## src/rtl/pc_seq_ctrl.sv

```systemverilog
// Fetch PC sequencer with branch redirect, interrupt drain/vector
// entry, non-nesting ISR mode and return-from-interrupt.
module pc_seq_ctrl #(
  parameter logic [31:0] RESET_VEC = 32'h0000_0020,
  parameter logic [31:0] INTR_VEC  = 32'h0000_0000,
  parameter logic [31:0] PC_STEP   = 32'd1,
  parameter int          DRAIN_CYC = 3
) (
  input  logic        clk,
  input  logic        rst,
  input  logic        stall,
  input  logic        br_taken,
  input  logic [31:0] br_target,
  input  logic        intr,
  input  logic        rti,
  output logic [31:0] pc_out,
  output logic [31:0] epc_out,
  output logic        flush,
  output logic        intr_ack,
  output logic        in_isr
);

  typedef enum logic [1:0] {
    RUN,
    DRAIN,
    VECTOR,
    ISR
  } state_t;

  localparam logic [3:0] DRAIN_LAST = 4'(DRAIN_CYC - 1);

  state_t      state;
  logic [3:0]  drain_cnt;
  logic        intr_pend;
  logic        rti_pend;
  logic        no_acc;

  logic [31:0] pc_seq;
  logic [31:0] pc_norm;
  logic        accept;
  logic        rti_req;

  // Normal fetch-address selection and interrupt acceptance terms
  always_comb begin
    pc_seq  = pc_out + PC_STEP;
    pc_norm = pc_seq;
    if (br_taken) begin
      pc_norm = br_target;
    end else if (stall) begin
      pc_norm = pc_out;
    end
    accept  = (state == RUN) && (intr_pend || intr) &&
              !br_taken && !stall && !no_acc;
    rti_req = rti || rti_pend;
  end

  // Sequencer state, PC/EPC and registered status outputs
  always_ff @(posedge clk) begin
    if (rst) begin
      state     <= RUN;
      pc_out    <= RESET_VEC;
      epc_out   <= 32'd0;
      flush     <= 1'b0;
      intr_ack  <= 1'b0;
      in_isr    <= 1'b0;
      intr_pend <= 1'b0;
      rti_pend  <= 1'b0;
      no_acc    <= 1'b0;
      drain_cnt <= 4'd0;
    end else begin
      flush    <= 1'b0;
      intr_ack <= 1'b0;
      if (intr) begin
        intr_pend <= 1'b1;
      end
      unique case (state)
        RUN: begin
          no_acc <= 1'b0;
          if (accept) begin
            epc_out   <= pc_out;
            intr_pend <= 1'b0;
            drain_cnt <= 4'd0;
            flush     <= 1'b1;
            state     <= DRAIN;
          end else begin
            pc_out <= pc_norm;
            flush  <= br_taken;
          end
        end
        DRAIN: begin
          if (drain_cnt == DRAIN_LAST) begin
            pc_out   <= INTR_VEC;
            intr_ack <= 1'b1;
            state    <= VECTOR;
          end else begin
            drain_cnt <= drain_cnt + 4'd1;
            flush     <= 1'b1;
          end
        end
        VECTOR: begin
          in_isr <= 1'b1;
          state  <= ISR;
        end
        ISR: begin
          if (rti_req) begin
            if (!stall) begin
              pc_out   <= epc_out;
              in_isr   <= 1'b0;
              flush    <= 1'b1;
              no_acc   <= 1'b1;
              rti_pend <= 1'b0;
              state    <= RUN;
            end else begin
              rti_pend <= 1'b1;
            end
          end else begin
            pc_out <= pc_norm;
            flush  <= br_taken;
          end
        end
        default: state <= RUN;
      endcase
    end
  end

endmodule

```

## config.mk

```make
export PLATFORM = sky130hd
export DESIGN_NAME = pc_seq_ctrl
export DESIGN_NICKNAME = d
export VERILOG_FILES = /design/src/rtl/pc_seq_ctrl.sv
export SDC_FILE = /design/constraint.sdc
export NUM_CORES = 1
export LEC_CHECK = 0
export ABC_AREA = 1
export BUFFER_PORTS_ARGS = -buffer_cell sky130_fd_sc_hd__buf_2
export CAP_MARGIN = 20
export CORE_MARGIN = 3
export CORE_UTILIZATION = 45
export CTS_CLUSTER_SIZE = 14
export DETAILED_ROUTE_END_ITERATION = 7
export PLACE_DENSITY = 0.69
export REMOVE_ABC_BUFFERS = 1
export SKIP_CTS_REPAIR_TIMING = 1
export SYNTH_ARGS = -nofsm -noshare
export SYNTH_HDL_FRONTEND = slang
export SYNTH_SLANG_ARGS = --single-unit
```

## constraint.sdc

```tcl
create_clock -name clk -period 2.45 [get_ports clk]
set_clock_uncertainty 0.2 [all_clocks]
set_input_delay 0.245 -clock clk [delete_from_list [all_inputs] [get_ports clk]]
set_output_delay 0.245 -clock clk [all_outputs]
set_load 0.03 [all_outputs]
```

# [After elaboration in Yosys (flattened, before gate mapping)]
# Index checks and enable logic that the tools add are counted.
[op_classes] div_mod_pow=0 bitwise=1 n_eq_ne=11 mux=31 n_reduce_logical=22 magnitude_cmp=0 shifts=0 addsub=2 mul=0
[ops] op="$mux 32" n=6
[ops] op="$pmux 32 s3" n=1
[ops] op="$add 32x1->32 const B" n=1
[ops] op="$mux 1" n=13
[ops] op="$ne 2x2->1 const B" n=6
[ops] op="$reduce_and 3->1" n=3
[ops] op="$mux 2" n=4
[ops] op="$mux 4" n=2
[ops] op="$pmux 2 s4" n=1
[ops] op="$pmux 4 s2" n=1
[ops] op="$reduce_and 4->1" n=2
[ops] op="$reduce_bool 2->1" n=3
[ops] op="$add 4x1->4 const B" n=1
[ops] op="$eq 2x2->1 const B" n=2
[ops] op="$eq 4x2->1 const B" n=1
[ops] op="$logic_and 1x1->1" n=4
[ops] op="$pmux 1 s2" n=2
[ops] op="$reduce_and 2->1" n=2
[ops] op="$logic_not 1->1" n=3
[ops] op="$ne 3x3->1 const B" n=1
[ops] op="$pmux 1 s3" n=1
[ops] op="$reduce_bool 3->1" n=1
[ops] op="$eq 2x1->1 const B" n=1
[ops] op="$logic_not 2->1" n=1
[ops] op="3 further kinds" n=4
[word_totals] in_bits=38 out_inout_bits=67 romBits=0 latch_bits=0 ff_bits=76 ramBits=0 mem_count=0 elab_cells=77

# [Logic depth before layout (Yosys ltp)]
[logic_depth] depth_word=7 mapped_depth=12 mapped_depth_nobuf=12

# [Worst setup path after synthesis]
# Ideal clock, no wire load.
[synth_timing] path_kind="flip-flop to flip-flop" start="register pc_out[1]" end="register pc_out[24]" path_slack_ns=0.476 path_buffers=0 required_ns=2.180 stages_incl_launch_ff=11 arrival_time_ns=1.704 synth_period_minus_slack_ns=1.974 setup_ns=0.070 path_cell_list="dfxtp_1 > ha_1 > nand2_2 > nor2_4 > nand3_4 > nor2_2 > nand2_1 > or2_0 > nand3_1 > nand2_1 > a21oi_1"
[synth_between] elab_chain_cells=5 word_cells_on_any_way=6 classes_between="1 x add/sub; 5 x mux"
[synth_rtl] element="from (decl)" line_no="16" rtl="output logic [31:0] pc_out,"
[synth_rtl] element="from (signal assigned)" line_no="86" rtl="pc_out <= pc_norm;"
[synth_rtl] element="from (signal assigned)" line_no="107" rtl="pc_out <= epc_out;"
[synth_rtl] element="from (signal assigned)" line_no="117" rtl="pc_out <= pc_norm;"
[synth_rtl] element="$add 32x1->32 *" line_no="45" rtl="pc_seq = pc_out + PC_STEP;"
[synth_rtl] element="$mux 32 *" line_no="49" rtl="end else if (stall) begin"
[synth_rtl] element="$mux 32 *" line_no="47" rtl="if (br_taken) begin"
[synth_rtl] element="$mux 32 (on tied branches)" line_no="105, 79"
[synth_rtl] element="$pmux 32 s3 *" line_no="76" rtl="unique case (state)"
# Every way passes the cells marked *; elsewhere a longest branch is shown, timed or not. The select of a mux whose other input is x is not followed.
# A chain may end at the register's enable or synchronous reset.

# [Worst setup path after layout]
[layout_timing] start="register state[0]" end="register pc_out[10]"
[layout_between] elab_chain_cells=7 word_cells_on_any_way=13 classes_between="5 x eq/ne; 1 x mux; 7 x reduce/logical"
[layout_rtl] element="from (decl)" line_no="32" rtl="state_t state;"
[layout_rtl] element="from (signal assigned)" line_no="60" rtl="state <= RUN;"
[layout_rtl] element="from (signal assigned)" line_no="84" rtl="state <= DRAIN;"
[layout_rtl] element="from (signal assigned)" line_no="94" rtl="state <= VECTOR;"
[layout_rtl] element="$logic_not 2->1" line_no="52, 76"
[layout_rtl] element="$logic_and 1x1->1 (2 in a row)" line_no="52" rtl="accept = (state == RUN) && (intr_pend || intr) &&"
[layout_rtl] element="$logic_and 1x1->1 (2 in a row)" line_no="53" rtl="!br_taken && !stall && !no_acc;"
[layout_rtl] element="$ne 2x2->1 (no source line)"
[layout_rtl] element="$reduce_and 4->1 (no source line)"
# Several ways; a longest one is shown, not always the timed one.

==> flow_summary_export.csv <==
group,metric,value,unit
global_routing,globalRouteTotalUtil,0.234,
clocking,tritoncts_clock_tree,"done",
sta,rsz0062_at_grt,"no",
critical_path,r2r_start,"state[0]",
min_path,min_to,"pc_out[4]",
floorplan,floorplan.initialDensity,0.471,
placed_design,place.port_buffers,104,
drt,wirelength,13000,microns
clocking,tritoncts.num_buffers,9,
floorplan,die_area,11100,sq um
synthesis,synth.lib_cells_used.distinct,45,
synthesis,sequential_fraction_of_the_synthesis_area,0.343,
run,max-cap-violations,0,
drt,route.detailed.drc,0,
pwr,p_leak,2.19,nW
sta,timing.hold.ws,0.00305,ns
global_routing,antenna_found_initial,0,
clocking,number_of_buffers_between_clock_root_and_the_deepest_sink,2,
min_path,min_from,"br_target[4]",
pwr,ir_worst_vdd,936,uV
drt,wire_per_inst,14.7,microns
critical_path,r2r_slack,0.29,ns
synthesis,yosys_most_used_dff,"sky130_fd_sc_hd__dfxtp_1",
critical_path,crit_path_start,"state[0]",
floorplan,num_rows,35,
sta,slew_headroom,0.661,
floorplan,num_io_pins,105,
sta,fin_crit_sh,0.883,
clocking,clkSinkCount,76,
critical_path,cp_data_required_time,2.52,ns
synthesis,asyncSetResetFlopFracSynth,0,
critical_path,setup.worst_path.end_class,"flip-flop",
min_path,worst_hold_check_path_type,"primary input to flip-flop",
critical_path,critPathKind,"flip-flop to flip-flop",
global_routing,grt_max_degree,47,
synthesis,synth.yosys.warnings,0,
sta,fmaxAchievable,462,MHz
global_routing,first_global_vias,4393,
synthesis,syn_inst,655,
sta,setup_violation_total_in_the_final_timing_report,0,
critical_path,cp_data_arrival_time,2.24,ns
floorplan,chipWidth,105,microns
pwr,powerDensity,1280,nW/um^2
sta,slew_violations,0,
placed_design,dp_hpwl,9240,microns
floorplan,die_h,105,microns
sta,tns,0,ns
layout,finish.net_count,795,
clocking,clock_latency_at_the_later_pin_of_the_worst_skew_pair,0.35,ns
critical_path,cp-start-kind,"flip-flop",
critical_path,critical_path.max_fanout,33,
global_routing,gr-total-overflow,0,
critical_path,regToRegEndpoint,"pc_out[10]",
clocking,clock_tree.root_cell,"sky130_fd_sc_hd__clkbuf_8",
global_routing,grt_first_pass_wirelength,21500,microns
floorplan,core_area,9420,sq um
min_path,timing.hold.worst_path_depth,3,
critical_path,reg2regPathDepth,10,
drt,route.vias.total,4702,
drt,drtIter0Drc,285,
synthesis,syn_avg_cell_area,6.78,sq um
synthesis,synth_edf_count,0,
layout,area_delta_synth_final,17.1,%
layout,fraction_of_layout_cells_with_a_size_suffix_above_1,0.240,
layout,n_antenna_cell,0,
clocking,clock_transition_at_the_registers_of_the_reported_paths,0.08,ns
drt,drt-pass1-iter-count,5,
sta,tightestPinTransition,0.508,ns
placed_design,gp_congestion,0.917,
synthesis,ys_seq_elements,76,
sta,report.final.hold_viol_count,0,
synthesis,mappedNetlistArea,4440,sq um
outcome,outcome,"finished, final reports clean",
sta,period_needed,2.16,ns
drt,route.antenna.remaining_nets,0,
drt,avgViaCountPerCell,5.33,
clocking,ctsHtreeMaxLevel,3,
## critical path, stage by stage, from the launching register on
cell and delay [ns]:
sky130_fd_sc_hd__dfxtp_1 0.38, sky130_fd_sc_hd__inv_1 0.11, sky130_fd_sc_hd__ha_1 0.25, sky130_fd_sc_hd__inv_2 0.07, sky130_fd_sc_hd__nor2_1 0.04, sky130_fd_sc_hd__nand3_2 0.09, sky130_fd_sc_hd__inv_2 0.05, sky130_fd_sc_hd__nor3_4 0.21
sky130_fd_sc_hd__buf_4 0.40, sky130_fd_sc_hd__o21ai_0 0.13, sky130_fd_sc_hd__a21oi_1 0.15
## per-stage QoR
stage	instances	power, W	setup slack (ns)	utilization	instance area [sq um]
after detailed placement	867	0.00581	0.145	0.535	5030
after global placement	867	0.00568	0.283	0.535	5030
after global routing	883	0.00716	0.0854	0.552	5200
final	883	0.00664	0.286	0.552	5200
after floorplan	624	0.00470	-0.722	-	4280
after CTS	883	0.00665	0.148	0.552	5200
## placed cells by master, fill, tap and decap left out, types with 2 or more instances in the layout
cell type                    n
sky130_fd_sc_hd__nand2_1   155
sky130_fd_sc_hd__clkinv_2    2
sky130_fd_sc_hd__inv_2       7
sky130_fd_sc_hd__dfxtp_1    76
sky130_fd_sc_hd__inv_1      34
sky130_fd_sc_hd__nor2_1     81
sky130_fd_sc_hd__a21o_1      2
sky130_fd_sc_hd__o211ai_1    9
sky130_fd_sc_hd__inv_4       2
sky130_fd_sc_hd__a211oi_1    3
sky130_fd_sc_hd__a21oi_1    77
sky130_fd_sc_hd__buf_4      10
sky130_fd_sc_hd__xnor2_1     4
sky130_fd_sc_hd__nor2_4      3
sky130_fd_sc_hd__clkbuf_8   10
sky130_fd_sc_hd__nand3_1    25
sky130_fd_sc_hd__ha_1        8
sky130_fd_sc_hd__nand4_1     7
sky130_fd_sc_hd__nor2_2      6
sky130_fd_sc_hd__buf_2     104
sky130_fd_sc_hd__nand2_2     2
sky130_fd_sc_hd__a21oi_2    27
sky130_fd_sc_hd__o21ai_0    30
sky130_fd_sc_hd__nand3b_1    3
sky130_fd_sc_hd__clkbuf_1    4
sky130_fd_sc_hd__o221ai_1    2
sky130_fd_sc_hd__nor3_1      8
sky130_fd_sc_hd__xor2_1      8
sky130_fd_sc_hd__o21ai_1    29
## state kept, by name, indices dropped and copies added, names as in the netlist
name / count
drain_cnt: 4
epc_out: 32
flush: 1
in_isr: 1
intr_ack: 1
intr_pend: 1
no_acc: 1
pc_out: 32
rti_pend: 1
state: 2
## synthesized netlist by cell type, types with 2 or more instances
cell | number | area share
sky130_fd_sc_hd__nor2_1 | 81 | 0.068
sky130_fd_sc_hd__nor2_2 | 6 | 0.0085
sky130_fd_sc_hd__nor3_1 | 8 | 0.0090
sky130_fd_sc_hd__dfxtp_1 | 76 | 0.34
sky130_fd_sc_hd__nand4_1 | 7 | 0.0099
sky130_fd_sc_hd__o221ai_1 | 2 | 0.0039
sky130_fd_sc_hd__inv_1 | 34 | 0.029
sky130_fd_sc_hd__clkbuf_1 | 16 | 0.014
sky130_fd_sc_hd__buf_1 | 5 | 0.0042
sky130_fd_sc_hd__buf_6 | 4 | 0.010
sky130_fd_sc_hd__buf_4 | 3 | 0.0051
sky130_fd_sc_hd__nand3_1 | 25 | 0.028
sky130_fd_sc_hd__o211ai_1 | 9 | 0.015
sky130_fd_sc_hd__a211oi_1 | 3 | 0.0051
sky130_fd_sc_hd__a21oi_1 | 77 | 0.087
sky130_fd_sc_hd__o21ai_1 | 29 | 0.033
sky130_fd_sc_hd__nor2_4 | 3 | 0.0076
sky130_fd_sc_hd__a21o_1 | 2 | 0.0034
sky130_fd_sc_hd__nand2_2 | 2 | 0.0028
sky130_fd_sc_hd__xor2_1 | 8 | 0.016
sky130_fd_sc_hd__ha_1 | 8 | 0.023
sky130_fd_sc_hd__a21oi_2 | 27 | 0.053
sky130_fd_sc_hd__xnor2_1 | 4 | 0.0079
sky130_fd_sc_hd__buf_2 | 3 | 0.0034
sky130_fd_sc_hd__inv_2 | 8 | 0.0068
sky130_fd_sc_hd__nand2_1 | 155 | 0.13
sky130_fd_sc_hd__nand3b_1 | 3 | 0.0051
sky130_fd_sc_hd__o21ai_0 | 30 | 0.034
## per-layer routing
layer,track usage,up-vias,part of all wire
met5,0,-,0
met4,0.0647,0,0.012
met3,0.0490,12,0.071
met2,0.369,181,0.46
met1,0.324,2137,0.45
li1,-,2372,-
## area by class of cell
class	instances	area, sq um
clock buffers	14	153
well taps	129	161
multi-input cells	504	2590
flip-flops and latches	76	1520
clock inverters	2	10.0
repair buffers	114	596
inverters	44	170
fillers	938	4220
## where the power goes
part           switching, W  internal [W]
Clock              0.000462      0.000395
Combinational       0.00243       0.00115
Sequential         0.000584       0.00162
## kinds of logic (layout without fill, tap and decap cells)
family	Yosys count	count (layout)	synth area share
AOI/OAI and AO/OA	182	182	0.240
and+or+nand+nor	302	302	0.297
adders and majority gates	8	8	0.0225
DFF	76	76	0.343
xor gates and xnor gates	12	12	0.0237
buffers and inverters	75	174	0.0741
## how the worst max path moves through the flow
stage                       endpoint  slack, ns  cells past startpoint
after floorplan           pc_out[10]      -0.72                     10
after detailed placement  pc_out[10]       0.14                      8
after global routing      pc_out[24]       0.09                     10
final                     pc_out[10]       0.29                     10
after global placement    pc_out[26]       0.28                      8
after CTS                 pc_out[10]       0.15                     10
Power figures use the tool's default switching activity.
